`config.mk`:
```
export PLATFORM = sky130hd
export DESIGN_NAME = cla_add_seq
export DESIGN_NICKNAME = d
export VERILOG_FILES = /design/src/rtl/cla_add_seq.sv
export SDC_FILE = /design/constraint.sdc
export NUM_CORES = 1
export LEC_CHECK = 0
export ABC_AREA = 1
export BUFFER_PORTS_ARGS = -buffer_cell sky130_fd_sc_hd__buf_2
export CAP_MARGIN = 15
export CORE_ASPECT_RATIO = 0.6
export CORE_MARGIN = 1.5
export CORE_UTILIZATION = 45
export CTS_BUF_LIST = sky130_fd_sc_hd__clkbuf_4
export CTS_CLUSTER_SIZE = 24
export DETAILED_ROUTE_END_ITERATION = 12
export PLACE_DENSITY = 0.68
export SKIP_CTS_REPAIR_TIMING = 1
export SYNTH_ARGS = -nofsm -noshare
export SYNTH_HDL_FRONTEND = slang
export SYNTH_SLANG_ARGS = --single-unit
```
`constraint.sdc`:
```
create_clock -name clk -period 2.4 [get_ports clk]
set_input_delay 0.48 -clock clk [delete_from_list [all_inputs] [get_ports clk]]
set_output_delay 0.48 -clock clk [all_outputs]
set_load 0.01 [all_outputs]
```
`src/rtl/cla_add_seq.sv`:
```
// cla_add_seq: nibble-serial adder built around one 4-bit carry-lookahead slice, WIDTH/4 cycles per add.
// Optional subtract support (op port, A-B) is enabled by defining CLA_ADD_SEQ_SUB_EN.
module cla_add_seq #(
    parameter int WIDTH = 32
) (
    input  logic             clk,
    input  logic             reset_n,
    input  logic             start,
    input  logic [WIDTH-1:0] a,
    input  logic [WIDTH-1:0] b,
    input  logic             ci,
`ifdef CLA_ADD_SEQ_SUB_EN
    input  logic             op,
`endif
    output logic             busy,
    output logic             done,
    output logic [WIDTH-1:0] s,
    output logic             co,
    output logic             ovf
);
    localparam int NIB = WIDTH / 4;
    localparam int IW  = $clog2(NIB);

    typedef enum logic [1:0] {IDLE, RUN, DONE} state_t;

    state_t           state_q, state_d;
    logic [WIDTH-1:0] a_q, a_d, b_q, b_d, s_q, s_d;
    logic [IW-1:0]    idx_q, idx_d;
    logic             c_q, c_d, co_q, co_d, ovf_q, ovf_d;
    logic [3:0]       nib_a, nib_b, g, p, c, sum;
    logic             c4;

    // Lookahead slice over the nibble selected by the index, fed by the carry register
    always_comb begin
        nib_a = a_q[{idx_q, 2'b00} +: 4];
        nib_b = b_q[{idx_q, 2'b00} +: 4];
        g     = nib_a & nib_b;
        p     = nib_a | nib_b;
        c[0]  = c_q;
        c[1]  = g[0] | (p[0] & c_q);
        c[2]  = g[1] | (p[1] & g[0]) | (p[1] & p[0] & c_q);
        c[3]  = g[2] | (p[2] & g[1]) | (p[2] & p[1] & g[0]) | (p[2] & p[1] & p[0] & c_q);
        c4    = g[3] | (p[3] & g[2]) | (p[3] & p[2] & g[1]) | (p[3] & p[2] & p[1] & g[0])
              | (&p & c_q);
        sum   = nib_a ^ nib_b ^ c;
    end

    // Sequencing: capture operands in IDLE, one nibble per RUN cycle, single-cycle DONE
    always_comb begin
        state_d = state_q;
        a_d     = a_q;
        b_d     = b_q;
        c_d     = c_q;
        idx_d   = idx_q;
        s_d     = s_q;
        co_d    = co_q;
        ovf_d   = ovf_q;
        case (state_q)
            IDLE: if (start) begin
                state_d = RUN;
                a_d     = a;
`ifdef CLA_ADD_SEQ_SUB_EN
                b_d     = op ? ~b : b;
                c_d     = op | ci;
`else
                b_d     = b;
                c_d     = ci;
`endif
                idx_d   = '0;
            end
            RUN: begin
                s_d[{idx_q, 2'b00} +: 4] = sum;
                c_d = c4;
                if (idx_q == IW'(NIB - 1)) begin
                    co_d    = c4;
                    ovf_d   = c[3] ^ c4;
                    idx_d   = '0;
                    state_d = DONE;
                end else begin
                    idx_d = idx_q + IW'(1);
                end
            end
            DONE:    state_d = IDLE;
            default: state_d = IDLE;
        endcase
    end

    // State and datapath registers, cleared asynchronously
    always_ff @(posedge clk or negedge reset_n) begin
        if (!reset_n) begin
            state_q <= IDLE;
            a_q     <= '0;
            b_q     <= '0;
            c_q     <= 1'b0;
            idx_q   <= '0;
            s_q     <= '0;
            co_q    <= 1'b0;
            ovf_q   <= 1'b0;
        end else begin
            state_q <= state_d;
            a_q     <= a_d;
            b_q     <= b_d;
            c_q     <= c_d;
            idx_q   <= idx_d;
            s_q     <= s_d;
            co_q    <= co_d;
            ovf_q   <= ovf_d;
        end
    end

    assign busy = state_q != IDLE;
    assign done = state_q == DONE;
    assign s    = s_q;
    assign co   = co_q;
    assign ovf  = ovf_q;
endmodule

```
==> run summary <==
TritonCTS built the clock tree. CTS built an H-tree with a depth of 3. The die covers 11,500 um2.

The tightest min-delay check is of the input port to flop type. The die is 83.8 um tall. After layout, the design draws a total of 9520 uW.

The weighted congestion at the end of routability-driven global placement is 0.844. The count of final hold-check violations is 0. Once layout is complete, the cells apart from fillers number 760. The ratio of cells with drive above 1 in the final layout is 34.0%. The clock period minus final worst setup slack came out at 2210 ps. The total global-route track usage is 22.0%. The clock-pin transition on the worst setup and hold timing paths came out at 150 ps. The power per standard cell area is 1620 nW/um2. Relative to the synthesized area, the layout overhead comes to 19.6%. For this run, design rule violations remaining after detail routing come to 0.

The maximum buffer depth of the clock tree is 2. Derived from the worst setup path, the maximum achievable clock frequency is 453 MHz. Of the synthesized area, sequential elements account for 53.1%. The data required time of the critical path came out at 2750 ps. Detailed routing inserted a total of 3,879 vias. The number of global-route vias before repair came out at 3,808. The maximum number of pins on one net before global-route repair is 70.

The number of antenna violations at the first check in global routing is 0. The clock insertion delay at the later pin of the skew report is 470 ps. The maximum clock skew at final layout came out at 17.0 ps. The detailed-routing iteration count for the pre-antenna-repair pass came out at 5.

At the pin with the least slew margin, the transition time is 468 ps. STA classifies the critical path endpoint as a flop. Once detailed placement completed, the half-perimeter wirelength came to 8890 um. The average size of a mapped cell is 9.74 um2. The initial detailed-routing violation count came out at 334. The global-route wire length before repair is 19,400 um. In this run the remaining antenna-violating nets after routing total 0. At the end of the flow, the number of nets in the layout was 698.

The flip-flop and latch count after synthesis is 104. Setup repair after global routing left no endpoint under its margin. The synthesized instance count came out at 503. The starting density of the core came out at 46.3%. The instance count after placement with tap cells included came out at 741. The average vias per placed instance came out at 5.10. In this run the static leakage power is 0.00295 uW.

The most common library cell in the layout ignoring fill and taps is sky130_fd_sc_hd__dfrtp_1. The number of slew-limit violations in the final report came to 0. In this run the worst path has a maximum fanout of 23. For this block, the routed nets add up to 11,900 um of wire.

After layout, the worst setup slack is 194 ps. At the placement stage, the worst setup path has a slack of -19.0 ps. The clock sink count is 104. The setup-violating endpoint count in the final report is 0. The final period utilization came out at 91.9%. The fill cell instance count of the final layout is 954.

The summed instance area of the synthesized netlist is 4900 um2. Measured on the finished design, the core utilization comes to 55.3%. Measured against its own limit, the worst slew margin works out to 68.8%. The startpoint-to-endpoint class of the critical path is flop to flop.

The run finished with clean final reports. In the layout the commonest cells are 103 x sky130_fd_sc_hd__dfrtp_1, 102 x sky130_fd_sc_hd__buf_2, 83 x sky130_fd_sc_hd__nand2_1. The x dimension of the die is 138 um. The number of diodes added for antenna fixing came out at 0. The worst vdd rail ir drop is 852 uV. The wire length per cell came out at 15.6 um. The number of clock buffers added by TritonCTS is 9.

The total of warnings raised by yosys is 0. The floorplan row count is 29. The region available for standard cell placement spans 10,600 um2.

STA classifies the critical path startpoint as a flop. Counting distinct cell types in the post-synthesis netlist gives 25. The reported max-cap violation count is 0. The number of top-level pins is 104. The post-synthesis net count came out at 585. The tree is rooted in a sky130_fd_sc_hd__clkbuf_4. The overflow left after global routing is 0.

The worst hold slack came out at 228 ps. Data arrives at the worst endpoint at 2550 ps. Port buffering added 103 buffers.
[report_power, final]
group          switching, uW  internal [uW]  leakage [uW]  total (uW)
combinational           3150           2190       0.00160        5340
sequential               538           2620       0.00126        3160
clock                    571            447     0.0000912        1020
[kinds of logic (layout without fill, tap and decap cells)]
group / after synthesis / after routing / share of synthesized area [%]
buffers and inverters: 53 / 171 / 4.60
XOR/XNOR: 1 / 1 / 0.179
AO/OA/AOI/OAI: 52 / 52 / 5.34
AND/OR/NAND/NOR: 215 / 215 / 18.4
flip-flops: 104 / 104 / 53.1
multiplexers: 64 / 64 / 14.7
adder cells (fa/ha/maj): 14 / 14 / 3.73
[state kept, by name, indices dropped and copies added (netlist names)]
name     cells
ovf          1
state_q      2
idx_q        3
co           1
c_q          1
a_q         32
b_q         32
s           32
[cell type report]
class	instances	area [um2]	share of cell area, %
Sequential cell	104	2600	44.4
Multi-Input combinational cell	346	2090	35.7
Tap cell	139	174	2.97
Clock inverter	5	78.8	1.34
Inverter	35	131	2.24
Timing Repair Buffer	120	698	11.9
Clock buffer	11	82.6	1.41
[cells in the mapped netlist]
library cell	count	area (um2)
sky130_fd_sc_hd__nand2_1	86	323
sky130_fd_sc_hd__a21oi_1	2	10.0
sky130_fd_sc_hd__nand3_2	1	10.0
sky130_fd_sc_hd__ha_1	13	163
sky130_fd_sc_hd__nor2_1	82	308
sky130_fd_sc_hd__nand3_1	39	195
sky130_fd_sc_hd__nor3_2	4	40.0
sky130_fd_sc_hd__nand4_1	2	12.5
sky130_fd_sc_hd__o21ai_1	4	20.0
sky130_fd_sc_hd__dfrtp_1	104	2600
sky130_fd_sc_hd__buf_6	1	11.3
sky130_fd_sc_hd__buf_2	12	60.1
sky130_fd_sc_hd__o21ai_0	45	225
sky130_fd_sc_hd__mux2_2	59	664
sky130_fd_sc_hd__clkinv_1	1	3.75
sky130_fd_sc_hd__buf_1	1	3.75
sky130_fd_sc_hd__xnor2_1	1	8.76
sky130_fd_sc_hd__fa_1	1	20.0
sky130_fd_sc_hd__nor2_4	1	11.3
sky130_fd_sc_hd__mux2_1	5	56.3
sky130_fd_sc_hd__clkbuf_1	3	11.3
sky130_fd_sc_hd__buf_4	1	7.51
sky130_fd_sc_hd__inv_2	3	11.3
sky130_fd_sc_hd__o22ai_1	1	6.26
sky130_fd_sc_hd__inv_1	31	116
[critical path, cell delays in order (launching register included)]
cell and delay [ps]:
sky130_fd_sc_hd__dfrtp_2 480, sky130_fd_sc_hd__inv_1 90, sky130_fd_sc_hd__buf_4 230, sky130_fd_sc_hd__o21ai_0 120, sky130_fd_sc_hd__nand3_1 110, sky130_fd_sc_hd__nand2_2 60, sky130_fd_sc_hd__inv_1 120, sky130_fd_sc_hd__fa_2 450
sky130_fd_sc_hd__inv_1 260, sky130_fd_sc_hd__o21ai_0 160
[layer usage]
metal | track usage [%] | part of all wire (%) | up-vias
met1 | 33.3 | 50 | 1877
li1 | - | - | 1881
met3 | 6.01 | 7.7 | 9
met5 | 0 | 0 | -
met4 | 4.92 | 0.84 | 0
met2 | 31.5 | 42 | 112
[final timing paths]
| check | startpoint | to | slack (ps) | cells after the start |
|---|---|---|---|---|
| max reg2reg | idx_q[0] | s[16] | 190 | 9 |
| max | idx_q[0] | s[16] | 190 | 9 |
| min reg2reg | s[6] | s[6] | 500 | 2 |
| min in group asynchronous | reset_n | b_q[26] | 490 | 2 |
| min | a[29] | a_q[29] | 230 | 2 |
| max in group asynchronous | reset_n | a_q[27] | 1310 | 3 |
[per-stage QoR]
step | cell area, um2 | setup TNS (ps)
5_1_grt | 5860 | 0
3_3_place_gp | 5640 | 0
6_report | 5860 | 0
3_5_place_dp | 5640 | -32.8
4_1_cts | 5800 | -303
2_1_floorplan | 4900 | 0
Note: power is estimated with default switching activity, not from simulation.
